**config.mk**
```make
export PLATFORM = sky130hd
export DESIGN_NAME = ysyx_22040125_halt_pipe
export DESIGN_NICKNAME = d
export VERILOG_FILES = /design/src/rtl/ysyx_22040125_pkg.sv /design/src/rtl/ysyx_22040125_halt_stage.sv /design/src/rtl/ysyx_22040125_halt_pipe.sv
export SDC_FILE = /design/constraint.sdc
export NUM_CORES = 1
export LEC_CHECK = 0
export ABC_AREA = 1
export CAP_MARGIN = 20
export CORE_UTILIZATION = 55
export CTS_BUF_LIST = sky130_fd_sc_hd__clkbuf_4 sky130_fd_sc_hd__clkbuf_8
export DETAILED_ROUTE_END_ITERATION = 7
export PLACE_DENSITY = 0.87
export SETUP_SLACK_MARGIN = 0.5
export SLEW_MARGIN = 20
export SYNTH_ARGS = -nofsm -noshare
export SYNTH_HDL_FRONTEND = slang
export SYNTH_SLANG_ARGS = --single-unit
```
**constraint.sdc**
```tcl
create_clock -name clk -period 2.3 [get_ports clk]
set_input_delay 0.575 -clock clk [delete_from_list [all_inputs] [get_ports clk]]
set_output_delay 0.575 -clock clk [all_outputs]
set_load 0.005 [all_outputs]
```
**src/rtl/ysyx_22040125_pkg.sv**
```systemverilog
// Shared widths, the pipeline entry layout and the halt FSM encoding for the
// ebreak/halt delay pipeline.
package ysyx_22040125_pkg;

  localparam int OP_W   = 15;
  localparam int INST_W = 32;
  localparam logic [OP_W-1:0] OP_NOP = 15'h0fff;

  typedef struct packed {
    logic              valid;
    logic              ebreak;
    logic [OP_W-1:0]   op;
    logic [INST_W-1:0] inst;
  } pipe_entry_t;

  typedef enum logic {
    ST_RUN,
    ST_HALTED
  } halt_state_e;

  function automatic pipe_entry_t bubble();
    pipe_entry_t e;
    e.valid  = 1'b0;
    e.ebreak = 1'b0;
    e.op     = OP_NOP;
    e.inst   = '0;
    return e;
  endfunction

endpackage

```
**src/rtl/ysyx_22040125_halt_stage.sv**
```systemverilog
// One pipeline entry register. clear beats hold, hold beats load.
module ysyx_22040125_halt_stage
  import ysyx_22040125_pkg::*;
(
  input  logic        clk,
  input  logic        rst,
  input  logic        hold,
  input  logic        clear,
  input  pipe_entry_t d,
  output pipe_entry_t q
);

  always_ff @(posedge clk) begin
    if (rst || clear) q <= bubble();
    else if (!hold)   q <= d;
  end

endmodule

```
**src/rtl/ysyx_22040125_halt_pipe.sv**
```systemverilog
// Stallable DEPTH-stage delay line carrying ebreak/op/inst to commit, with a
// sticky halt raised by a retiring ebreak and a retired-instruction counter.
module ysyx_22040125_halt_pipe
  import ysyx_22040125_pkg::*;
#(
  parameter int              DEPTH  = 2,
  parameter int              OP_W   = ysyx_22040125_pkg::OP_W,
  parameter int              INST_W = ysyx_22040125_pkg::INST_W,
  parameter logic [OP_W-1:0] OP_NOP = ysyx_22040125_pkg::OP_NOP,
  parameter int              CNT_W  = 64
) (
  input  logic              clk,
  input  logic              rst,
  input  logic              in_valid,
  input  logic              in_ebreak,
  input  logic [OP_W-1:0]   in_op,
  input  logic [INST_W-1:0] in_inst,
  input  logic              stall,
  input  logic              flush,
  output logic              out_valid,
  output logic              out_ebreak,
  output logic [OP_W-1:0]   out_op,
  output logic [INST_W-1:0] out_inst,
  output logic              halted,
  output logic [INST_W-1:0] halt_inst,
  output logic [CNT_W-1:0]  retired_cnt
);

  // The entry struct is laid out with the package widths, so overrides must match.
  if (DEPTH < 1 || DEPTH > 8) begin : g_bad_depth
    $error("ysyx_22040125_halt_pipe: DEPTH must be 1..8");
  end
  if (OP_W != ysyx_22040125_pkg::OP_W || INST_W != ysyx_22040125_pkg::INST_W ||
      OP_NOP != ysyx_22040125_pkg::OP_NOP) begin : g_bad_width
    $error("ysyx_22040125_halt_pipe: OP_W/INST_W/OP_NOP must match the package");
  end

  pipe_entry_t stg_q [DEPTH];
  pipe_entry_t entry_in;
  halt_state_e state, state_nxt;
  logic        retire, halt_commit, clear;

  assign out_valid  = stg_q[DEPTH-1].valid;
  assign out_ebreak = stg_q[DEPTH-1].ebreak;
  assign out_op     = stg_q[DEPTH-1].op;
  assign out_inst   = stg_q[DEPTH-1].inst;
  assign halted     = (state == ST_HALTED);

  assign retire      = out_valid && !stall;
  assign halt_commit = retire && out_ebreak;
  // While halted the stages only ever hold bubbles, so flush/stall are invisible.
  assign clear       = halt_commit || flush;

  always_comb begin
    entry_in = bubble();
    if (in_valid && !halted) begin
      entry_in.valid  = 1'b1;
      entry_in.ebreak = in_ebreak;
      entry_in.op     = in_op;
      entry_in.inst   = in_inst;
    end
  end

  for (genvar i = 0; i < DEPTH; i++) begin : g_stage
    if (i == 0) begin : g_first
      ysyx_22040125_halt_stage u_stage (
        .clk   (clk),
        .rst   (rst),
        .hold  (stall),
        .clear (clear),
        .d     (entry_in),
        .q     (stg_q[i])
      );
    end else begin : g_rest
      ysyx_22040125_halt_stage u_stage (
        .clk   (clk),
        .rst   (rst),
        .hold  (stall),
        .clear (clear),
        .d     (stg_q[i-1]),
        .q     (stg_q[i])
      );
    end
  end

  always_comb begin
    state_nxt = state;
    if (state == ST_RUN && halt_commit) state_nxt = ST_HALTED;
  end

  always_ff @(posedge clk) begin
    if (rst) begin
      state     <= ST_RUN;
      halt_inst <= '0;
    end else begin
      state <= state_nxt;
      if (state == ST_RUN && halt_commit) halt_inst <= out_inst;
    end
  end

  always_ff @(posedge clk) begin
    if (rst)         retired_cnt <= '0;
    else if (retire) retired_cnt <= retired_cnt + CNT_W'(1);
  end

endmodule
```
# After elaboration in Yosys (flattened, before gate mapping)
# Cells that the tools add are included.
# classes
mux	1
bitwise_logic	1
add_sub_neg	1
reduce_logical	8
# ops
op	count
$add 64x1->64 const B	1
$mux 49	1
$logic_and 1x1->1	4
$logic_not 1->1	2
$logic_or 1x1->1	2
$not 1->1	1
# totals
in_bits	53
elab_cells	22
register_bits	195
output_inout_bits	146

# Logic depth before layout (Yosys ltp)
# Gate-level depths: netlist (run 1).
# depth
depth_word	5
mapped_depth	12
ltp_nobuf	11

# Hierarchy
# Synthesis (run 1) repeated with hierarchy kept, for this count alone.
# hier_totals
hier_cells	1420
hier_area_um2	9280.2
# modules_own_cells
mod	seq_area_each_um2	area_each_um2	n_inst	cells_each
ysyx_22040125_halt_pipe	1941.9	5363.9	1	844
ysyx_22040125_halt_stage	980.9	1958.1	2	288

# Worst setup path before layout (run 1)
# No wires, ideal clock.
# synth_timing
path_kind	input to register
from	input stall
to	register retired_cnt[31]
arrival_time_ps	1599
path_buffers	2
cell_stages	11
setup_time_ps	128
slack_ps	573
required_ps	2172
cell_sequence	buf_6 > inv_6 > nand2_2 > buf_6 > nor2_8 > nand2_4 > nor2_8 > nand2_2 > nor2_4 > xnor2_1 > nor2_1
# synth_via
elab_chain_len	2
# synth_lines
item	line	text
from (decl)	ysyx_22040125_halt_pipe.sv:18	input logic stall,
$logic_not 1->1	n/a	
$logic_and 1x1->1	ysyx_22040125_halt_pipe.sv:49	assign retire = out_valid && !stall;
to (signal assigned)	ysyx_22040125_halt_pipe.sv:103	else if (retire) retired_cnt <= retired_cnt + CNT_W'(1);
to (decl)	ysyx_22040125_halt_pipe.sv:26	output logic [CNT_W-1:0] retired_cnt
# No other way between the ends.
# A chain may end at the register's enable or synchronous reset.

# Final worst setup path (run 1)
# layout_timing
from	register state (netlist: halted)
to	output halted
# layout_rtl
item	line	text
from (decl)	ysyx_22040125_halt_pipe.sv:40	halt_state_e state, state_nxt;
from (signal assigned)	ysyx_22040125_halt_pipe.sv:96	state <= state_nxt;
to (decl)	ysyx_22040125_halt_pipe.sv:24	output logic halted,
# No word-level cell between the ends.

==> results of run 1 <==
power groups by stage:
stage	registers (W)	clock network, W	logic [W]
after floorplan	0.00349	0	0.000162
after global placement	0.00349	0	0.000309
after detailed placement	0.00349	0	0.000314
after CTS	0.00337	0.00242	0.000313
after global routing	0.00338	0.00258	0.000347
final	0.00337	0.00241	0.000316
state kept, by name, summed over array words and instances (netlist names):
register	count
g_stage.g_first.u_stage.q	49
g_stage.g_rest.u_stage.q	49
halt_inst	32
halted	1
retired_cnt	64
worst max path at each step:
stage                     slack (ns)                          endpoint
after floorplan                 0.57                   retired_cnt[31]
after global placement          0.25  g_stage[0].g_first.u_stage.q[38]
after detailed placement        0.20  g_stage[0].g_first.u_stage.q[39]
after CTS                       0.30                   retired_cnt[40]
after global routing            0.49                   retired_cnt[51]
final                           0.57                            halted
worst reg2reg max path: cells and delay by family (launching register included):
kind / cells / cell delay (ns)
flops: 1 / 0.36
buf+inv: 2 / 0.20
simple gates: 7 / 1.07
cells in the mapped netlist:
| cell type | n |
|---|---|
| sky130_fd_sc_hd__nand3_1 | 57 |
| sky130_fd_sc_hd__nand2_4 | 1 |
| sky130_fd_sc_hd__buf_2 | 11 |
| sky130_fd_sc_hd__dfxtp_1 | 195 |
| sky130_fd_sc_hd__xor2_1 | 9 |
| sky130_fd_sc_hd__o21ai_0 | 49 |
| sky130_fd_sc_hd__nand3_2 | 1 |
| sky130_fd_sc_hd__nand2_2 | 5 |
| sky130_fd_sc_hd__nor3_1 | 10 |
| sky130_fd_sc_hd__nand4_1 | 53 |
| sky130_fd_sc_hd__clkbuf_1 | 41 |
| sky130_fd_sc_hd__nor2_2 | 8 |
| sky130_fd_sc_hd__nor2_4 | 6 |
| sky130_fd_sc_hd__xnor2_1 | 4 |
| sky130_fd_sc_hd__ha_1 | 1 |
| sky130_fd_sc_hd__a31oi_1 | 1 |
| sky130_fd_sc_hd__buf_1 | 3 |
| sky130_fd_sc_hd__nor2_1 | 212 |
| sky130_fd_sc_hd__and2_1 | 3 |
| sky130_fd_sc_hd__inv_2 | 2 |
| sky130_fd_sc_hd__o22ai_1 | 12 |
| sky130_fd_sc_hd__inv_6 | 1 |
| sky130_fd_sc_hd__nand2_1 | 295 |
| sky130_fd_sc_hd__nor2b_1 | 1 |
| sky130_fd_sc_hd__nor2_8 | 2 |
| sky130_fd_sc_hd__nor3b_1 | 6 |
| sky130_fd_sc_hd__or2_2 | 1 |
| sky130_fd_sc_hd__inv_1 | 61 |
| sky130_fd_sc_hd__buf_6 | 2 |
| sky130_fd_sc_hd__a21oi_1 | 101 |
| sky130_fd_sc_hd__and3_1 | 1 |
| sky130_fd_sc_hd__o21a_1 | 3 |
| sky130_fd_sc_hd__o21ai_1 | 3 |
cells by family (layout without fill, tap and decap cells):
family | count (synthesis) | count (layout) | synth area share (%)
AOI/OAI and AO/OA | 169 | 169 | 10.5
buffers and inverters | 121 | 391 | 5.91
adders and majority gates | 1 | 1 | 0.152
DFF | 195 | 195 | 47.3
and+or+nand+nor | 662 | 662 | 34.7
xor gates and xnor gates | 13 | 13 | 1.38
cell type report:
class,instances,area [um^2]
multi-input combinational,845,3970
inverter,64,246
clock inverter,12,170
tap,184,230
timing repair buffer,295,2550
sequential,195,4150
fill,1075,3020
clock buffer,20,256
per-layer routing:
metal,vias to the layer above,share of wire [%]
met1,4008,40
met2,393,49
li1,4293,-
met5,-,0
met4,0,2.4
met3,57,9.1
metrics by stage:
stage | hold slack, ns | total power, W | setup WS (ns) | cell area, um^2
final | 0.459 | 0.00609 | 0.565 | 11600
after global placement | 0.444 | 0.00380 | 0.248 | 10400
after detailed placement | 0.449 | 0.00381 | 0.199 | 10400
after floorplan | 0.436 | 0.00365 | 0.573 | 8250
after CTS | 0.461 | 0.00610 | 0.298 | 11400
after global routing | 0.473 | 0.00630 | 0.489 | 11600
timing repair:
action                                  in CTS  in global routing
pin swaps                                    0                  3
resized for setup                          301                 38
setup buffers                               76                  4
endpoints found under the hold margin        0                  0
endpoints found under the setup margin     148                 64
==> impl_metrics.prom, run 1 <==
# TYPE chip_impl_metric gauge
chip_impl_metric{name="place_congestion",unit=""} 0.889
chip_impl_metric{name="postSynthCellCount",unit=""} 1161
chip_impl_metric{name="hold_depth",unit=""} 2
chip_impl_metric{name="tcrit_tclk_final",unit="%"} 75.4
chip_impl_metric{name="dieWidth",unit="um"} 124
chip_impl_info{name="clk_root_buffer_cell",value="sky130_fd_sc_hd__clkbuf_8"} 1
chip_impl_metric{name="fin_crit",unit="ns"} 1.73
chip_impl_info{name="worstHoldPathType",value="reg -> reg"} 1
chip_impl_metric{name="grt_util_met1",unit="%"} 39.4
chip_impl_metric{name="achievable-frequency",unit="MHz"} 576
chip_impl_info{name="hp-start",value="g_stage[0].g_first.u_stage.q[27]"} 1
chip_impl_metric{name="share_of_cells_above_drive_strength_1",unit="%"} 21.0
chip_impl_info{name="holdPathEnd",value="g_stage[1].g_rest.u_stage.q[27]"} 1
chip_impl_metric{name="rr_worst_depth",unit=""} 9
chip_impl_metric{name="syn-cell-area",unit="mm^2"} 0.00825
chip_impl_metric{name="boundary_pins",unit=""} 199
chip_impl_metric{name="area_delta_synth_final",unit="%"} 40.2
chip_impl_metric{name="layoutNonFillerInstCount",unit=""} 1615
chip_impl_metric{name="worst_ir_drop_vdd",unit="mV"} 0.615
chip_impl_metric{name="drt_first_iter_violations",unit=""} 857
chip_impl_info{name="worstReg2RegStart",value="retired_cnt[39]"} 1
chip_impl_metric{name="rows",unit=""} 44
chip_impl_metric{name="dieHeight",unit="um"} 124
chip_impl_metric{name="layout.core_utilization",unit="%"} 79.3
chip_impl_metric{name="total_gr_overflow",unit=""} 0
chip_impl_metric{name="use_met2",unit="%"} 55.5
chip_impl_metric{name="antenna_diode_count",unit=""} 0
chip_impl_metric{name="drtAntennaViolNets",unit=""} 0
chip_impl_info{name="outcome",value="finished, final reports clean"} 1
chip_impl_metric{name="setup_total_negative_slack",unit="ns"} 0
chip_impl_metric{name="switching_share",unit="%"} 23.8
chip_impl_metric{name="clock_power_share",unit="%"} 39.5
chip_impl_metric{name="port_buffers",unit=""} 198
chip_impl_metric{name="crit_buf_inv",unit=""} 1
chip_impl_info{name="timing.critical_path.cells",value="dlygate4sd2_1"} 1
chip_impl_metric{name="power_frac_seq",unit="%"} 55.3
chip_impl_metric{name="drc",unit=""} 0
chip_impl_metric{name="drv.max_cap_violation_count",unit=""} 0
chip_impl_info{name="rsz0062_at_grt",value="yes"} 1
chip_impl_metric{name="pin_count_of_the_biggest_net_entering_global_routing",unit=""} 87
chip_impl_metric{name="yosys_register_bits",unit=""} 195
chip_impl_metric{name="crit_arrival",unit="ns"} 1.16
chip_impl_metric{name="p_switching",unit="W"} 0.00145
chip_impl_info{name="timing_worst_setup_path_type",value="reg -> out"} 1
chip_impl_info{name="worst_r2r_endpoint",value="retired_cnt[52]"} 1
chip_impl_metric{name="post-place-cells",unit=""} 1503
chip_impl_metric{name="vias_per_cell",unit=""} 5.42
chip_impl_info{name="synthTopCellsByArea",value="sky130_fd_sc_hd__dfxtp_1 47%, sky130_fd_sc_hd__nand2_1 13%, sky130_fd_sc_hd__nor2_1 9.6%, sky130_fd_sc_hd__a21oi_1 6.1%, sky130_fd_sc_hd__nand4_1 4.0%"} 1
chip_impl_metric{name="synth_cell_types",unit=""} 33
chip_impl_metric{name="core-area",unit="mm^2"} 0.0146
chip_impl_metric{name="r2r_slack",unit="ns"} 0.61
chip_impl_metric{name="power_density",unit="mW/mm^2"} 527
chip_impl_info{name="tritoncts",value="done"} 1
chip_impl_info{name="crit_family",value="flip-flops"} 1
chip_impl_metric{name="crit_fanout",unit=""} 3
chip_impl_info{name="grt.busiest_layer",value="met2"} 1
chip_impl_metric{name="insertion_delay",unit="ns"} 0.47
chip_impl_metric{name="yosysWarnings",unit=""} 0
chip_impl_metric{name="htreeDepth",unit=""} 4
chip_impl_metric{name="area_fraction_of_the_dominant_cell_type_after_synthesis",unit="%"} 47.3
chip_impl_metric{name="ys_seq_area_share",unit="%"} 47.3
chip_impl_metric{name="tightestPinTransition",unit="ns"} 0.822
chip_impl_metric{name="initial_core_util",unit="%"} 56.6
chip_impl_metric{name="worst-path-stages",unit=""} 1
chip_impl_metric{name="finClkSkew",unit="ns"} 0.0165
chip_impl_metric{name="number_of_clock_buffers_inserted_by_tritoncts",unit=""} 17
chip_impl_metric{name="final_max_slew_viol_count",unit=""} 0
chip_impl_metric{name="clockBufferDepth",unit=""} 2
chip_impl_metric{name="global_route.usage.met3",unit="%"} 9.97
chip_impl_metric{name="grt_pass1_vias",unit=""} 8295
chip_impl_metric{name="grt_first_pass_wirelength",unit="um"} 40900
chip_impl_metric{name="power_frac_comb",unit="%"} 5.2
chip_impl_metric{name="die-area",unit="mm^2"} 0.0155
chip_impl_metric{name="critical_path_required",unit="ns"} 1.73
chip_impl_metric{name="finalNetCount",unit=""} 1472
chip_impl_metric{name="detail_routed_net_length_per_standard_cell",unit="um"} 15.6
chip_impl_metric{name="finalHoldViolations",unit=""} 0
chip_impl_metric{name="clk_transition_reported_paths",unit="ns"} 0.10
chip_impl_metric{name="via_count",unit=""} 8751
chip_impl_metric{name="cts-hold-fix-buffers",unit=""} 0
chip_impl_info{name="critPathLaunchType",value="flip-flop"} 1
chip_impl_info{name="crit_slowest_cell",value="sky130_fd_sc_hd__dfxtp_1"} 1
chip_impl_metric{name="slowest_delay",unit="ns"} 0.41
chip_impl_metric{name="report.final.setup_viol",unit=""} 0
chip_impl_metric{name="detail_route.wirelength",unit="um"} 25100
chip_impl_info{name="endpoint_kind",value="output port"} 1
chip_impl_info{name="synth_top_cell_by_area",value="sky130_fd_sc_hd__dfxtp_1"} 1
chip_impl_metric{name="clock_sinks",unit=""} 195
chip_impl_metric{name="hpwl",unit="um"} 16100
chip_impl_info{name="most_common_library_cell_in_the_layout_ignoring_fill_and_taps",value="sky130_fd_sc_hd__nand2_1"} 1
chip_impl_metric{name="synth_area_per_cell",unit="um^2"} 7.11
chip_impl_metric{name="timing.max_slew.rel_slack",unit="%"} 45.2
chip_impl_info{name="mostFrequentLayoutCells",value="293 x sky130_fd_sc_hd__nand2_1, 195 x sky130_fd_sc_hd__nor2_1, 145 x sky130_fd_sc_hd__dlygate4sd2_1"} 1
chip_impl_metric{name="synthesis.nets",unit=""} 1215
chip_impl_metric{name="p_int",unit="W"} 0.00464
chip_impl_metric{name="p_leak",unit="nW"} 5.01
chip_impl_metric{name="groute.usage.overall",unit="%"} 32.8
chip_impl_metric{name="antenna_found_initial",unit=""} 0
chip_impl_metric{name="drt_pass1_iterations",unit=""} 6
chip_impl_info{name="setup.worst_path.start",value="halted"} 1
(Power assumes the default switching activity.)
==> inputs of run 2 (changes only) <==
- CORE_UTILIZATION: 55 -> 46
- PLACE_DENSITY: 0.87 -> 0.78
- clock period: 2.3 -> 1.44 ns (I/O delays scaled with it)
==> impl_metrics.prom, run 2 <==
# TYPE chip_impl_metric gauge
chip_impl_info{name="outcome",value="stopped before the end"} 1
chip_impl_info{name="halt_point_of_the_flow",value="global routing"} 1
chip_impl_info{name="error_message",value="[ERROR GRT-0232] Routing congestion too high. Check the congestion heatmap in the GUI."} 1
chip_impl_info{name="synthMostInstantiatedCell",value="sky130_fd_sc_hd__nand2_1"} 1
chip_impl_metric{name="yosys-mux-area-fraction",unit="%"} 0
chip_impl_metric{name="postSynthCellCount",unit=""} 1161
chip_impl_metric{name="boundary_pins",unit=""} 199
chip_impl_metric{name="synth_area_per_cell",unit="um^2"} 7.11
chip_impl_metric{name="synth-simple-area-share",unit="%"} 34.7
chip_impl_info{name="netlist_top_cells_count",value="295 x sky130_fd_sc_hd__nand2_1, 212 x sky130_fd_sc_hd__nor2_1, 195 x sky130_fd_sc_hd__dfxtp_1"} 1
chip_impl_metric{name="htreeDepth",unit=""} 4
chip_impl_metric{name="post_synth_edffs",unit=""} 0
chip_impl_metric{name="synthesis.nets",unit=""} 1215
chip_impl_metric{name="yosysWarnings",unit=""} 0
chip_impl_metric{name="port_buffers",unit=""} 198
chip_impl_metric{name="pin_count_of_the_biggest_net_entering_global_routing",unit=""} 87
chip_impl_metric{name="yosys_register_bits",unit=""} 195
chip_impl_metric{name="groute.usage.overall",unit="%"} 70.3
chip_impl_metric{name="ys_seq_area_share",unit="%"} 47.3
chip_impl_metric{name="clock_sinks",unit=""} 195
chip_impl_metric{name="cts-hold-fix-buffers",unit=""} 0
chip_impl_metric{name="place_congestion",unit=""} 0.928
chip_impl_metric{name="syn-cell-area",unit="mm^2"} 0.00825
chip_impl_metric{name="synthAdderAreaFrac",unit="%"} 0.152
chip_impl_metric{name="clockBufferDepth",unit=""} 2
chip_impl_metric{name="post-place-cells",unit=""} 1687
chip_impl_metric{name="synth_cell_types",unit=""} 33
chip_impl_metric{name="initial_core_util",unit="%"} 47.4
chip_impl_info{name="main_combinational_cell_family_by_area_after_synthesis",value="simple AND/OR/NAND/NOR gates"} 1
chip_impl_info{name="worstEndpointGrtRepair",value="retired_cnt[48]$_SDFFE_PP0N_/D"} 1
chip_impl_info{name="synth_top_cell_by_area",value="sky130_fd_sc_hd__dfxtp_1"} 1
chip_impl_info{name="synthTopCellsByArea",value="sky130_fd_sc_hd__dfxtp_1 47%, sky130_fd_sc_hd__nand2_1 13%, sky130_fd_sc_hd__nor2_1 9.6%, sky130_fd_sc_hd__a21oi_1 6.1%, sky130_fd_sc_hd__nand4_1 4.0%"} 1
chip_impl_metric{name="number_of_clock_buffers_inserted_by_tritoncts",unit=""} 17
chip_impl_metric{name="dieWidth",unit="um"} 136
chip_impl_metric{name="total_gr_overflow",unit=""} 12
chip_impl_metric{name="dieHeight",unit="um"} 136
chip_impl_info{name="worst_endpoint_kind",value="register input"} 1
chip_impl_metric{name="synth-xor-area-share",unit="%"} 1.38
chip_impl_metric{name="synth-compound-area-share",unit="%"} 10.5
chip_impl_metric{name="ys_async_sr_fraction",unit="%"} 0
chip_impl_metric{name="hpwl",unit="um"} 18300
chip_impl_metric{name="rows",unit=""} 48
chip_impl_metric{name="area_fraction_of_the_dominant_cell_type_after_synthesis",unit="%"} 47.3
chip_impl_info{name="clk_root_buffer_cell",value="sky130_fd_sc_hd__clkbuf_8"} 1
chip_impl_info{name="synthFlopType",value="sky130_fd_sc_hd__dfxtp_1"} 1
==> run 2: cell families after synthesis <==
group | count (synthesis)
buffers and inverters | 121
AND/OR/NAND/NOR | 662
adder cells (fa/ha/maj) | 1
AO/OA/AOI/OAI | 169
flip-flops | 195
XOR/XNOR | 13
==> run 2: timing repair <==
item,in CTS
pin swaps,97
setup buffers,141
hold endpoints to repair,0
gates cloned,3
setup endpoints to repair,341
gates resized for setup,1025
==> run 2: metrics by stage <==
step	instance area, um^2	hold WS (ns)	setup WS, ns
2_1_floorplan	8670	0.436	-0.0521
3_3_place_gp	11900	0.445	-0.190
3_5_place_dp	11900	0.448	-0.203
4_1_cts	14300	0.432	-0.161
==> run 2: per-layer routing <==
metal  global-route usage [%]  overflow
met5                     34.4         0
met2                     89.7         5
met3                     56.9         0
met1                     66.5         0
met4                     68.5         7
==> inputs of run 3 (changes only) <==
- CORE_UTILIZATION: 46 -> 40
- CTS_BUF_LIST: sky130_fd_sc_hd__clkbuf_4 sky130_fd_sc_hd__clkbuf_8 -> not set
- PLACE_DENSITY: 0.78 -> not set
- PLACE_DENSITY_LB_ADDON: not set -> 0.15
- SETUP_SLACK_MARGIN: 0.5 -> not set
- clock period: 1.44 -> 1.9 ns (I/O delays scaled with it)
==> impl_metrics.prom, run 3 (synthesis results as in run 1) <==
# TYPE chip_impl_metric gauge
chip_impl_metric{name="report.final.setup_viol",unit=""} 0
chip_impl_metric{name="insertion_delay",unit="ns"} 0.44
chip_impl_metric{name="groute.usage.overall",unit="%"} 22.4
chip_impl_info{name="endpoint_kind",value="output port"} 1
chip_impl_info{name="worstHoldPathType",value="reg -> reg"} 1
chip_impl_info{name="crit_slowest_cell",value="sky130_fd_sc_hd__clkdlybuf4s50_1"} 1
chip_impl_metric{name="clock_sinks",unit=""} 195
chip_impl_metric{name="clockBufferDepth",unit=""} 2
chip_impl_metric{name="final_area",unit="mm^2"} 0.0115
chip_impl_info{name="most_common_library_cell_in_the_layout_ignoring_fill_and_taps",value="sky130_fd_sc_hd__nand2_1"} 1
chip_impl_metric{name="crit_arrival",unit="ns"} 1.40
chip_impl_info{name="mostFrequentLayoutCells",value="294 x sky130_fd_sc_hd__nand2_1, 206 x sky130_fd_sc_hd__nor2_1, 183 x sky130_fd_sc_hd__clkdlybuf4s50_1"} 1
chip_impl_info{name="rsz0062_at_grt",value="no"} 1
chip_impl_metric{name="total_gr_overflow",unit=""} 0
chip_impl_metric{name="cts-hold-fix-buffers",unit=""} 0
chip_impl_metric{name="tightestPinTransition",unit="ns"} 0.853
chip_impl_info{name="outcome",value="finished, final reports clean"} 1
chip_impl_metric{name="crit_fanout",unit=""} 3
chip_impl_metric{name="via_count",unit=""} 8223
chip_impl_metric{name="p_leak",unit="nW"} 4.41
chip_impl_metric{name="rows",unit=""} 52
chip_impl_metric{name="drt_pass1_iterations",unit=""} 5
chip_impl_metric{name="detail_routed_net_length_per_standard_cell",unit="um"} 14.2
chip_impl_metric{name="multi_input_comb_area",unit="mm^2"} 0.00389
chip_impl_metric{name="number_of_clock_buffers_inserted_by_tritoncts",unit=""} 17
chip_impl_info{name="crit_family",value="buffers and inverters"} 1
chip_impl_metric{name="fin_crit",unit="ns"} 1.87
chip_impl_metric{name="finalNetCount",unit=""} 1430
chip_impl_metric{name="timing.max_slew.rel_slack",unit="%"} 43.1
chip_impl_metric{name="hpwl",unit="um"} 17000
chip_impl_metric{name="totalPowerFinal",unit="W"} 0.00822
chip_impl_metric{name="core-area",unit="mm^2"} 0.0202
chip_impl_metric{name="tcrit_tclk_final",unit="%"} 98.5
chip_impl_metric{name="initial_core_util",unit="%"} 40.8
chip_impl_info{name="reg_with_most_ffs",value="retired_cnt"} 1
chip_impl_metric{name="antenna_found_initial",unit=""} 0
chip_impl_info{name="timing_worst_setup_path_type",value="reg -> out"} 1
chip_impl_metric{name="drt_first_iter_violations",unit=""} 459
chip_impl_metric{name="die-area",unit="mm^2"} 0.0212
chip_impl_info{name="clk_root_buffer_cell",value="sky130_fd_sc_hd__clkbuf_16"} 1
chip_impl_info{name="critPathLaunchType",value="flip-flop"} 1
chip_impl_metric{name="drc",unit=""} 0
chip_impl_metric{name="crit_buf_inv",unit=""} 1
chip_impl_metric{name="layout.core_utilization",unit="%"} 57.0
chip_impl_metric{name="final_max_slew_viol_count",unit=""} 0
chip_impl_metric{name="detail_route.wirelength",unit="um"} 23600
chip_impl_metric{name="clk_transition_reported_paths",unit="ns"} 0.08
chip_impl_metric{name="slowest_delay",unit="ns"} 0.56
chip_impl_metric{name="dieHeight",unit="um"} 146
chip_impl_metric{name="boundary_pins",unit=""} 199
chip_impl_metric{name="finClkSkew",unit="ns"} 0.0163
chip_impl_metric{name="antenna_diode_count",unit=""} 0
chip_impl_info{name="timing.critical_path.cells",value="clkdlybuf4s50_1"} 1
chip_impl_metric{name="place_congestion",unit=""} 0.897
chip_impl_metric{name="sequential_cell_area",unit="mm^2"} 0.00396
chip_impl_metric{name="drtAntennaViolNets",unit=""} 0
chip_impl_metric{name="grt_first_pass_wirelength",unit="um"} 38000
chip_impl_info{name="tritoncts",value="done"} 1
chip_impl_metric{name="share_of_cells_above_drive_strength_1",unit="%"} 12.0
chip_impl_metric{name="dieWidth",unit="um"} 146
chip_impl_metric{name="pin_count_of_the_biggest_net_entering_global_routing",unit=""} 99
chip_impl_metric{name="largest_register_ff_count",unit=""} 64
chip_impl_metric{name="fillerInstances",unit=""} 1963
chip_impl_metric{name="power_density",unit="mW/mm^2"} 713
chip_impl_info{name="reg.largest.list",value="retired_cnt x64, g_stage.g_first.u_stage.q x49, g_stage.g_rest.u_stage.q x49"} 1
chip_impl_metric{name="area_delta_synth_final",unit="%"} 39.8
chip_impl_metric{name="finalHoldViolations",unit=""} 0
chip_impl_metric{name="critical_path_required",unit="ns"} 1.42
chip_impl_metric{name="placed_area",unit="mm^2"} 0.0108
chip_impl_metric{name="achievable-frequency",unit="MHz"} 534
chip_impl_metric{name="setup_total_negative_slack",unit="ns"} 0
chip_impl_metric{name="finalHoldWorstSlack",unit="ns"} 0.453
chip_impl_metric{name="htreeDepth",unit=""} 4
chip_impl_metric{name="grt_pass1_vias",unit=""} 7469
chip_impl_metric{name="worst_ir_drop_vdd",unit="mV"} 0.614
chip_impl_metric{name="port_buffers",unit=""} 198
chip_impl_metric{name="vias_per_cell",unit=""} 4.96
chip_impl_metric{name="drv.max_cap_violation_count",unit=""} 0
run 3: final timing paths:
path,cells past startpoint,end,startpoint,slack [ns]
max,1,out_inst[14],g_stage[1].g_rest.u_stage.q[14],0.03
min,2,g_stage[1].g_rest.u_stage.q[46],g_stage[0].g_first.u_stage.q[46],0.45
max reg2reg,10,retired_cnt[63],retired_cnt[41],0.19
min reg2reg,2,g_stage[1].g_rest.u_stage.q[46],g_stage[0].g_first.u_stage.q[46],0.45
run 3: report_power, final:
group | internal, W | switching [W]
Clock | 0.00183 | 0.00185
Combinational | 0.000195 | 0.000209
Sequential | 0.00411 | 0.0000177
run 3: timing repair:
action / CTS / global route
endpoints found under the setup margin: 17 / 48
resized for setup: 19 / 46
buffers inserted: 2 / 1
cloned: 0 / 0
run 3: layer usage:
layer / global-route usage, % / share of wire [%] / vias to the layer above
met1: 27.1 / 43 / 3773
li1: - / - / 4214
met5: 0 / 0 / -
met2: 37.7 / 48 / 209
met3: 7.65 / 7.5 / 27
met4: 6.16 / 1.8 / 0
run 3: final cells by class:
| type | instances | area share [%] |
|---|---|---|
| clock buffers | 18 | 3.81 |
| well taps | 270 | 2.93 |
| clock inverters | 14 | 1.53 |
| flip-flops and latches | 195 | 34.3 |
| multi-input cells | 845 | 33.7 |
| inverters | 64 | 2.13 |
| repair buffers | 253 | 21.6 |
run 3: through the flow:
stage	std cells	setup slack (ns)
floorplan	1161	0.273
global placement	1624	0.0154
detailed placement	1624	0.0176
CTS	1658	0.000637
global route	1659	0.00113
finish	1659	0.0285
